[src/rtl/i2s_rx_capture.sv]
// Philips I2S receiver: oversamples sclk/lrck/sdin in the system clock domain and
// deserialises MSB-first stereo words into parallel left/right samples.
`timescale 1ns / 1ps
module i2s_rx_capture #(
  parameter int unsigned WIDTH       = 16,
  parameter int unsigned SYNC_STAGES = 2
) (
  input  logic             clk_50MHz,
  input  logic             reset,
  input  logic             i2s_sclk,
  input  logic             i2s_lrck,
  input  logic             i2s_sdin,
  input  logic             error_clr,
  output logic [WIDTH-1:0] L_data,
  output logic [WIDTH-1:0] R_data,
  output logic             sample_valid,
  output logic             frame_error
);

  localparam int unsigned CntW = $clog2(WIDTH + 1);
  localparam int unsigned IdxW = $clog2(WIDTH);
  localparam logic [CntW-1:0] CntMax  = CntW'(WIDTH);
  localparam logic [CntW-1:0] CntLast = CntW'(WIDTH - 1);
  localparam logic [IdxW-1:0] IdxTop  = IdxW'(WIDTH - 1);

  typedef enum logic [0:0] {StAlign, StRun} state_e;

  logic [SYNC_STAGES-1:0] sclk_sync_q, lrck_sync_q, sdin_sync_q;
  logic                   sclk_s, lrck_s, sdin_s;
  logic                   sclk_d_q, rise_q, lr_q, bit_q;

  state_e           state_q, state_d;
  logic [WIDTH-1:0] shift_q, shift_d, shift_in;
  logic [CntW-1:0]  cnt_q, cnt_d;
  logic [IdxW-1:0]  bit_idx;
  logic             lr_prev_q, lr_prev_d;
  logic             got_l_q, got_l_d;
  logic [WIDTH-1:0] l_data_q, l_data_d, r_data_q, r_data_d;
  logic             valid_q, valid_d;
  logic             err_q, err_d;
  logic             boundary, short_word;

  assign sclk_s = sclk_sync_q[SYNC_STAGES-1];
  assign lrck_s = lrck_sync_q[SYNC_STAGES-1];
  assign sdin_s = sdin_sync_q[SYNC_STAGES-1];

  // The rise strobe and its lr/bit samples are registered together so the word
  // logic sees one aligned sample per sclk rise.
  always_ff @(posedge clk_50MHz) begin
    if (reset) begin
      sclk_sync_q <= '0;
      lrck_sync_q <= '0;
      sdin_sync_q <= '0;
      sclk_d_q    <= 1'b0;
      rise_q      <= 1'b0;
      lr_q        <= 1'b0;
      bit_q       <= 1'b0;
    end else begin
      sclk_sync_q <= {sclk_sync_q[SYNC_STAGES-2:0], i2s_sclk};
      lrck_sync_q <= {lrck_sync_q[SYNC_STAGES-2:0], i2s_lrck};
      sdin_sync_q <= {sdin_sync_q[SYNC_STAGES-2:0], i2s_sdin};
      sclk_d_q    <= sclk_s;
      rise_q      <= sclk_s & ~sclk_d_q;
      lr_q        <= lrck_s;
      bit_q       <= sdin_s;
    end
  end

  // Bits land left-justified, so a short word is already zero-padded in its LSBs.
  always_comb begin
    bit_idx  = IdxTop - cnt_q[IdxW-1:0];
    shift_in = shift_q;
    if (cnt_q < CntMax) begin
      shift_in[bit_idx] = bit_q;
    end
  end

  assign boundary   = rise_q && (lr_q != lr_prev_q);
  assign short_word = (cnt_q < CntLast);

  always_comb begin
    state_d   = state_q;
    shift_d   = shift_q;
    cnt_d     = cnt_q;
    lr_prev_d = lr_prev_q;
    got_l_d   = got_l_q;
    l_data_d  = l_data_q;
    r_data_d  = r_data_q;
    valid_d   = 1'b0;
    err_d     = err_q;

    if (error_clr) begin
      err_d = 1'b0;
    end

    if (rise_q) begin
      lr_prev_d = lr_q;
      if (boundary) begin
        shift_d = '0;
        cnt_d   = '0;
        unique case (state_q)
          StAlign: begin
            // The word ending at an R->L edge is dropped; the L word after it is the first kept.
            if (lr_prev_q) begin
              state_d = StRun;
            end
          end
          StRun: begin
            if (short_word) begin
              err_d = 1'b1;
            end
            if (lr_prev_q) begin
              r_data_d = shift_in;
              valid_d  = got_l_q;
            end else begin
              l_data_d = shift_in;
              got_l_d  = 1'b1;
            end
          end
          default: state_d = StAlign;
        endcase
      end else if (cnt_q < CntMax) begin
        shift_d = shift_in;
        cnt_d   = cnt_q + 1'b1;
      end
    end
  end

  always_ff @(posedge clk_50MHz) begin
    if (reset) begin
      state_q   <= StAlign;
      shift_q   <= '0;
      cnt_q     <= '0;
      lr_prev_q <= 1'b0;
      got_l_q   <= 1'b0;
      l_data_q  <= '0;
      r_data_q  <= '0;
      valid_q   <= 1'b0;
      err_q     <= 1'b0;
    end else begin
      state_q   <= state_d;
      shift_q   <= shift_d;
      cnt_q     <= cnt_d;
      lr_prev_q <= lr_prev_d;
      got_l_q   <= got_l_d;
      l_data_q  <= l_data_d;
      r_data_q  <= r_data_d;
      valid_q   <= valid_d;
      err_q     <= err_d;
    end
  end

  assign L_data       = l_data_q;
  assign R_data       = r_data_q;
  assign sample_valid = valid_q;
  assign frame_error  = err_q;

endmodule
[config.mk]
export PLATFORM = sky130hd
export DESIGN_NAME = i2s_rx_capture
export DESIGN_NICKNAME = d
export VERILOG_FILES = /design/src/rtl/i2s_rx_capture.sv
export SDC_FILE = /design/constraint.sdc
export NUM_CORES = 1
export LEC_CHECK = 0
export ABC_AREA = 1
export BUFFER_PORTS_ARGS = -buffer_cell sky130_fd_sc_hd__buf_2
export CAP_MARGIN = 5
export CORE_MARGIN = 4
export CORE_UTILIZATION = 25
export DETAILED_ROUTE_END_ITERATION = 6
export GPL_TIMING_DRIVEN = 0
export RECOVER_POWER = 25
export REMOVE_ABC_BUFFERS = 1
export SYNTH_ARGS = -nofsm -noshare
export SYNTH_HDL_FRONTEND = slang
export SYNTH_SLANG_ARGS = --single-unit
[constraint.sdc]
create_clock -name clk_50MHz -period 4.19 [get_ports clk_50MHz]
set_clock_uncertainty 0.05 [all_clocks]
set_input_delay 0.838 -clock clk_50MHz [delete_from_list [all_inputs] [get_ports clk_50MHz]]
set_output_delay 0.838 -clock clk_50MHz [all_outputs]
set_load 0.05 [all_outputs]
==> results.cfg, run 1 <==
[sta]
tightest_slew_ns = 1.06
worst_slack_ns = 1.99
fin_tns_setup_ns = 0
hold_viol_final = 0
fmax_mhz = 454
finalSetupViolations = 0
maxSlewViolCount = 0
fin_crit_sh_pct = 52.5
fin_crit_ns = 2.20
slew_headroom_pct = 29.2
rsz0062_at_grt = no

[yosys]
synth_top_cell_by_area = dfxtp_1
synthSimpleGateAreaFrac_pct = 22.8
synth_seq_cells = 68
async_flop_share_pct = 0
ys.warnings.count = 0
synth-compound-area-share_pct = 17.2
syn_inst = 371
synthMuxAreaShare_pct = 0
synth_top_family_by_area = simple AND/OR/NAND/NOR gates
synth_edf_count = 0
synthTopCellsByArea = dfxtp_1 (48%), a21oi_1 (9.4%), nand2_1 (7.7%), nand3_1 (6.2%), o21ai_0 (6.2%)
post_synth_fa_ha_maj_area_fraction_pct = 1.77
synth_area_per_cell_um2 = 7.60
synthFlopType = dfxtp_1
synth_cell_type_count = 23
synth_top_area_share_pct = 48.3
syn_area_um2 = 2820
synth_xor_area_share_pct = 0.311
yosysSeqAreaShare_pct = 48.3

[flow_run]
max-cap-violations = 0

[final_layout]
final_cells = 548
areaGrowthSynthToFinish_pct = 20.1
multiInputGateArea_um2 = 1190
nets = 413
drive_gt1_share_pct = 14.7
regArea_um2 = 1360
n_antenna_cell = 0
fillerInstances = 1197

[placed_design]
dpl_worst_slack_ns = 1.59
portBuffers = 39
dp.cells = 532
gp_congestion = 0.755
dp_hpwl_um = 4400

[floorplan]
rows = 38
fp.dieW_um = 114
die_h_um = 114
initial_utilization_pct = 25.8
core_um2 = 10900
io-pin-count = 40
die-area_um2 = 13000

[routing]
drc = 0
drt_first_pass_iters = 5
ant_nets = 0
routed_via_density = 4.57
dr_total_vias = 2504
wl_per_cell_um = 12.0
drt_iter0_drc = 165
finalWirelength_um = 6590

[clocking]
numClockSinks = 68
cts_made_buffers = 9
clockBufferDepth = 2
cts_hold_buf = 0
clk_latency_ns = 0.33
clkTransAtPathRegs_ns = 0.05
cts_tree = done
h-tree-depth = 3
cts_root_buf = clkbuf_16
cts_repair_resize_count = 0
postCtsSetupBuffers = 0

[global_route]
grt_start_max_net_pins = 39
grt_usage_pct = 10.7
antenna_found_initial = 0
grt_first_pass_wirelength_um = 11200
overflow = 0
grt_pass1_vias = 2450

[power]
ir_drop_mv = 0.198
powerDensity_nw_per_um2 = 419
p_leak_nw = 1.38

[setup_path]
worstPathArrival_ns = 2.41
reg2reg_depth = 4
path_class = in -> reg
r2r_end = L_data[3]$_SDFFE_PP0P_
cp-start-kind = input port
worstPathMaxFanout = 38
required_ns = 4.39
r2r_slack_ns = 2.24
r2r-start = rise_q$_SDFF_PP0_
end_kind = flip-flop

[min_path]
holdPathEnd = rise_q$_SDFF_PP0_
hp-start = sclk_d_q$_SDFF_PP0_
min_path_cells = 1
hp-class = reg -> reg

[run_status]
status = finished clean
## where the power goes
| group | internal, mW | switching, mW | leakage, nW |
|---|---|---|---|
| registers | 0.654 | 0.00338 | 0.550 |
| logic | 0.00967 | 0.0271 | 0.695 |
| clock network | 0.457 | 0.268 | 0.139 |
## placed cells by master, fill, tap and decap left out
cell        count
clkinv_2        3
clkinvlp_4      1
nor2_1         26
dfxtp_1        68
inv_2           2
nor2_4          2
o21ai_0        35
a21oi_1        53
o211ai_1        5
nand3_1        35
or2_2           1
nor2_2          3
nand2_1        58
buf_8           1
o21a_1          1
clkbuf_16       9
buf_2          28
inv_1          46
nor3_1          2
xor2_1          1
nand3_2         9
ha_1            4
clkbuf_1       13
bufinv_16       1
nand4_1         1
## metal layers
metal,global-route usage [%],vias to the layer above,part of all wire [%]
li1,-,1278,-
met1,12.9,1167,48
met2,17.8,50,46
met3,3.65,9,5.2
met4,3.56,0,1.2
met5,0,-,0
## sequential cells by signal, summed over array words and instances (netlist names)
| register | flops |
|---|---|
| lr_q | 1 |
| rise_q | 1 |
| bit_q | 1 |
| sclk_sync_q | 2 |
| got_l_q | 1 |
| state_q | 1 |
| lrck_sync_q | 2 |
| R_data | 16 |
| cnt_q | 5 |
| sclk_d_q | 1 |
| sdin_sync_q | 2 |
| shift_q | 16 |
| sample_valid | 1 |
| L_data | 16 |
| lr_prev_q | 1 |
| frame_error | 1 |
## worst max-delay path by stage
stage                      start  cells past startpoint  slack (ns)                       to
6_report                   reset                      4        1.99   R_data[5]$_SDFFE_PP0P_
3_5_place_dp               reset                      6        1.59  shift_q[0]$_SDFFE_PP0P_
5_1_grt                    reset                      4        1.74  R_data[12]$_SDFFE_PP0P_
3_3_place_gp   rise_q$_SDFF_PP0_                      5        1.58   R_data[9]$_SDFFE_PP0P_
2_1_floorplan  rise_q$_SDFF_PP0_                      5        2.31   R_data[1]$_SDFFE_PP0P_
4_1_cts                    reset                      6        1.94  shift_q[0]$_SDFFE_PP0P_
## Yosys cell counts (4+ instances only)
library cell  number
o21ai_0           35
clkbuf_1           6
nand3_1           35
nand2_1           58
nand3_2            9
a21oi_1           53
ha_1               4
inv_1             46
nor2_1            27
dfxtp_1           68
o211ai_1           5
buf_2             10
## metrics by stage
step	power [mW]	hold WS, ns	utilization [%]	area, µm²
floorplan	0.693	0.324	-	2730
global placement	0.707	0.330	28.3	3100
detailed placement	0.708	0.338	28.5	3120
CTS	1.44	0.346	31.1	3400
global route	1.48	0.353	31.0	3390
finish	1.42	0.340	31.0	3390
## kinds of logic (layout without fill, tap and decap cells)
family,after synthesis,after routing
buf+inv,67,104
compound gates,94,94
fa+ha+maj,4,4
xor+xnor,1,1
flops,68,68
simple gates,137,137
## worst max-delay path, cell delays in order
cell and delay, ns:
buf_2 0.28, inv_1 0.85, o21ai_0 0.24, a21oi_1 0.17
## final cells by class
| cell class | count | area share [%] |
|---|---|---|
| Sequential cell | 68 | 40.2 |
| Multi-Input combinational cell | 236 | 35.1 |
| Clock buffer | 11 | 6.87 |
| Timing Repair Buffer | 40 | 5.80 |
| Inverter | 48 | 5.32 |
| Tap cell | 140 | 5.17 |
| Clock inverter | 5 | 1.55 |
No activity file was read; power rests on OpenSTA's default activity.
==> run 2: changes to the inputs <==
==> constraint.sdc (replaced) <==
create_clock -name clk_50MHz -period 2.2 [get_ports clk_50MHz]
set_clock_uncertainty 0.05 [all_clocks]
set_input_delay 0.44 -clock clk_50MHz [delete_from_list [all_inputs] [get_ports clk_50MHz]]
set_output_delay 0.44 -clock clk_50MHz [all_outputs]
set_load 0.05 [all_outputs]
==> results.cfg, run 2 (synthesized netlist as in run 1, its figures left out) <==
[run_status]
status = finished clean

[min_path]
hp-start = i2s_lrck
hp-class = in -> reg

[setup_path]
path_class = reg -> reg
cp-start-kind = flip-flop
r2r-start = rise_q$_SDFF_PP0_
worstPathArrival_ns = 2.16
r2r_slack_ns = 0.25
crit_start = rise_q$_SDFF_PP0_
crit_chain = nand4_1 -> inv_1 -> nand3_1 -> a21oi_1
required_ns = 2.41
end_kind = flip-flop
critical-path-slowest-cell = inv_1
cp_slowest_stage_delay_ns = 0.71
worstPathMaxFanout = 29

[global_route]
overflow = 0
grt_start_max_net_pins = 39
grt_pass1_vias = 2450
grt_usage_pct = 10.7
antenna_found_initial = 0
grt_first_pass_wirelength_um = 11200

[placed_design]
gp_congestion = 0.755
portBuffers = 39
dp_hpwl_um = 4400
dpl_worst_slack_ns = 0.00168
dp.cells = 532

[power]
p_leak_nw = 1.38
powerDensity_nw_per_um2 = 798
ir_drop_mv = 0.377

[sta]
maxSlewViolCount = 0
tightest_slew_ns = 1.07
fin_crit_ns = 1.95
rsz0062_at_grt = no
fin_crit_sh_pct = 88.8
fmax_mhz = 512
hold_viol_final = 0
finalSetupViolations = 0
slew_headroom_pct = 28.7
worst_slack_ns = 0.246

[clocking]
clk_latency_ns = 0.33
cts_tree = done
cts_root_buf = clkbuf_16
cts_made_buffers = 9
clockBufferDepth = 2
numClockSinks = 68
cts_hold_buf = 0
clkTransAtPathRegs_ns = 0.06
cts_repair_resize_count = 0
h-tree-depth = 3
postCtsSetupBuffers = 0

[routing]
drt_iter0_drc = 165
routed_via_density = 4.57
drc = 0
finalWirelength_um = 6600
ant_nets = 0
wl_per_cell_um = 12.0
dr_total_vias = 2507
drt_first_pass_iters = 5

[flow_run]
max-cap-violations = 0

[floorplan]
die-area_um2 = 13000
die_h_um = 114
initial_utilization_pct = 25.8
fp.dieW_um = 114
rows = 38
io-pin-count = 40
core_um2 = 10900

[final_layout]
layout_commonest_cell = dfxtp_1
n_antenna_cell = 0
areaGrowthSynthToFinish_pct = 20.1
drive_gt1_share_pct = 14.5
fin_util_pct = 31.0
final_cells = 548
nets = 413
final_cell_mix = dfxtp_1 (68), nand2_1 (58), a21oi_1 (53)
fillerInstances = 1198
==> run 2: cell count changes in the layout (fill, tap and decap cells not counted), sizes merged <==
cell,change
clkbuf,+1
buf,-1
==> run 2: worst paths after layout <==
check | depth (start not counted) | end
worst max-delay path | 4 | L_data[3]$_SDFFE_PP0P_
worst min-delay path | 3 | lrck_sync_q[0]$_SDFF_PP0_
worst max register to register | 4 | L_data[3]$_SDFFE_PP0P_
worst min register to register | 1 | rise_q$_SDFF_PP0_
==> run 2: area by class of cell <==
| cell class | count | area (µm²) | area share, % |
|---|---|---|---|
| clock buffers | 11 | 233 | 6.87 |
| well taps | 140 | 175 | 5.17 |
| repair buffers | 40 | 195 | 5.76 |
| clock inverters | 5 | 52.6 | 1.55 |
| inverters | 48 | 180 | 5.32 |
| multi-input cells | 236 | 1190 | 35.1 |
| flip-flops and latches | 68 | 1360 | 40.2 |
==> run 2: report_power, final <==
part	internal [mW]	leakage, nW	switching (mW)	total [mW]
clock	0.871	0.139	0.511	1.38
combinational	0.0184	0.690	0.0517	0.0701
sequential	1.24	0.550	0.00646	1.25
==> run 2: stage by stage <==
stage	TNS (ns)	instance area, µm²	power, mW	hold slack [ns]
6_report	0	3390	2.70	0.263
5_1_grt	0	3390	2.82	0.265
4_1_cts	0	3400	2.75	0.253
3_5_place_dp	0	3120	1.35	0.338
3_3_place_gp	-4.16	3100	1.35	0.330
2_1_floorplan	0	2730	1.32	0.324
==> run 2: critical path: cells and delay by family, from the launching register on <==
kind                   cells  cell delay [ns]
flip-flops                 1             0.43
AO/OA/AOI/OAI              1             0.18
AND/OR/NAND/NOR            2             0.51
buffers and inverters      1             0.71
==> run 2: per-layer routing <==
layer  GRT usage [%]  vias up  wire length, µm
met4            3.56        0               78
met5               0        -                0
met3            3.65        9              354
met1            12.9     1166             3130
li1                -     1278                -
met2            17.8       54             3030
==> run 3: changes to the inputs <==
==> constraint.sdc (replaced) <==
create_clock -name clk_50MHz -period 2.2 [get_ports clk_50MHz]
set_clock_uncertainty 0.05 [all_clocks]
set_input_delay 0.22 -clock clk_50MHz [delete_from_list [all_inputs] [get_ports clk_50MHz]]
set_output_delay 0.22 -clock clk_50MHz [all_outputs]
set_load 0.05 [all_outputs]
==> results.cfg, run 3 (synthesized netlist as in run 1, its figures left out) <==
[routing]
drt_first_pass_iters = 5
routed_via_density = 4.58
ant_nets = 0
wl_per_cell_um = 12.0
finalWirelength_um = 6590
drc = 0
dr_total_vias = 2509
drt_iter0_drc = 165

[sta]
maxSlewViolCount = 0
rsz0062_at_grt = no
tightest_slew_ns = 1.06
worst_slack_ns = 0.246
holdWs_ns = 0.0427
fmax_mhz = 512
fin_tns_setup_ns = 0
fin_crit_ns = 1.95
hold_viol_final = 0
fin_crit_sh_pct = 88.8
slew_headroom_pct = 29.2
finalSetupViolations = 0

[floorplan]
core_um2 = 10900
die_h_um = 114
rows = 38
die-area_um2 = 13000
initial_utilization_pct = 25.8
fp.dieW_um = 114
io-pin-count = 40

[global_route]
grt_first_pass_wirelength_um = 11200
overflow = 0
grt_start_max_net_pins = 39
grt_usage_pct = 10.7
antenna_found_initial = 0
grt_pass1_vias = 2450

[clocking]
clkTransAtPathRegs_ns = 0.06
numClockSinks = 68
clockBufferDepth = 2
postCtsSetupBuffers = 0
cts_root_buf = clkbuf_16
h-tree-depth = 3
cts_repair_resize_count = 0
cts_hold_buf = 0
clk_latency_ns = 0.33
cts_tree = done
cts_made_buffers = 9

[power]
switchingPower_mw = 0.569
power.internal_mw = 2.13
p_sw_share_pct = 21.1
pwr-share-comb_pct = 2.6
powerDensity_nw_per_um2 = 799
ir_drop_mv = 0.377
power_frac_clock_pct = 51.1
pwr-share-seq_pct = 46.3
p_leak_nw = 1.37
p_total_mw = 2.70

[setup_path]
reg2reg_depth = 4
r2r_slack_ns = 0.25
required_ns = 2.41
worstPathMaxFanout = 29
end_kind = flip-flop
cp-start-kind = flip-flop
worstPathArrival_ns = 2.16
path_class = reg -> reg

[placed_design]
dp.cells = 532
portBuffers = 39
gp_congestion = 0.755
dpl_worst_slack_ns = 0.222
dp_hpwl_um = 4400
dpl_cell_area_um2 = 3120

[flow_run]
max-cap-violations = 0

[min_path]
hp-class = in -> reg
min_path_cells = 3

[final_layout]
layout_commonest_cell = dfxtp_1
fin_area_um2 = 3380
fin_util_pct = 30.9
drive_gt1_share_pct = 14.2
areaGrowthSynthToFinish_pct = 20.0
nets = 413
final_cell_mix = dfxtp_1 (68), nand2_1 (58), a21oi_1 (53)
n_antenna_cell = 0
fillerInstances = 1198
final_cells = 548

[run_status]
status = finished clean
[run 3: cell count changes in the layout (fill, tap and decap cells not counted)]
cell and delta:
buf_2 -1, clkbuf_1 +1
[run 3: path summary, 6_finish.rpt]
check,start,endpoint
hold reg to reg,sclk_d_q$_SDFF_PP0_,rise_q$_SDFF_PP0_
setup reg to reg,rise_q$_SDFF_PP0_,L_data[3]$_SDFFE_PP0P_
hold / removal,i2s_lrck,lrck_sync_q[0]$_SDFF_PP0_
setup / recovery,rise_q$_SDFF_PP0_,L_data[3]$_SDFFE_PP0P_
[run 3: routing by layer]
layer  share of wire, %  track usage, %
met5                  0               0
met4                1.3            3.56
met3                5.3            3.65
met2                 46            17.8
met1                 48            12.9
[run 3: power by group through the flow]
stage | registers, mW | logic (mW) | clock network (mW)
final | 1.25 | 0.0700 | 1.38
after global routing | 1.25 | 0.0812 | 1.49
after CTS | 1.25 | 0.0719 | 1.43
after detailed placement | 1.28 | 0.0715 | 0
after global placement | 1.28 | 0.0693 | 0
after floorplan | 1.28 | 0.0439 | 0
[run 3: worst max-delay path: stages (launching register included)]
cell and delay [ns]:
dfxtp_1 0.43, nand4_1 0.25, inv_1 0.71, nand3_1 0.26
a21oi_1 0.18
[run 3: area by class of cell]
| cell class | instances | area (µm²) | area share [%] |
|---|---|---|---|
| clock buffer | 11 | 233 | 6.88 |
| clock inverter | 5 | 52.6 | 1.55 |
| inverter | 48 | 180 | 5.32 |
| multi-input combinational | 236 | 1190 | 35.1 |
| sequential | 68 | 1360 | 40.2 |
| tap | 140 | 175 | 5.18 |
| timing repair buffer | 40 | 194 | 5.73 |
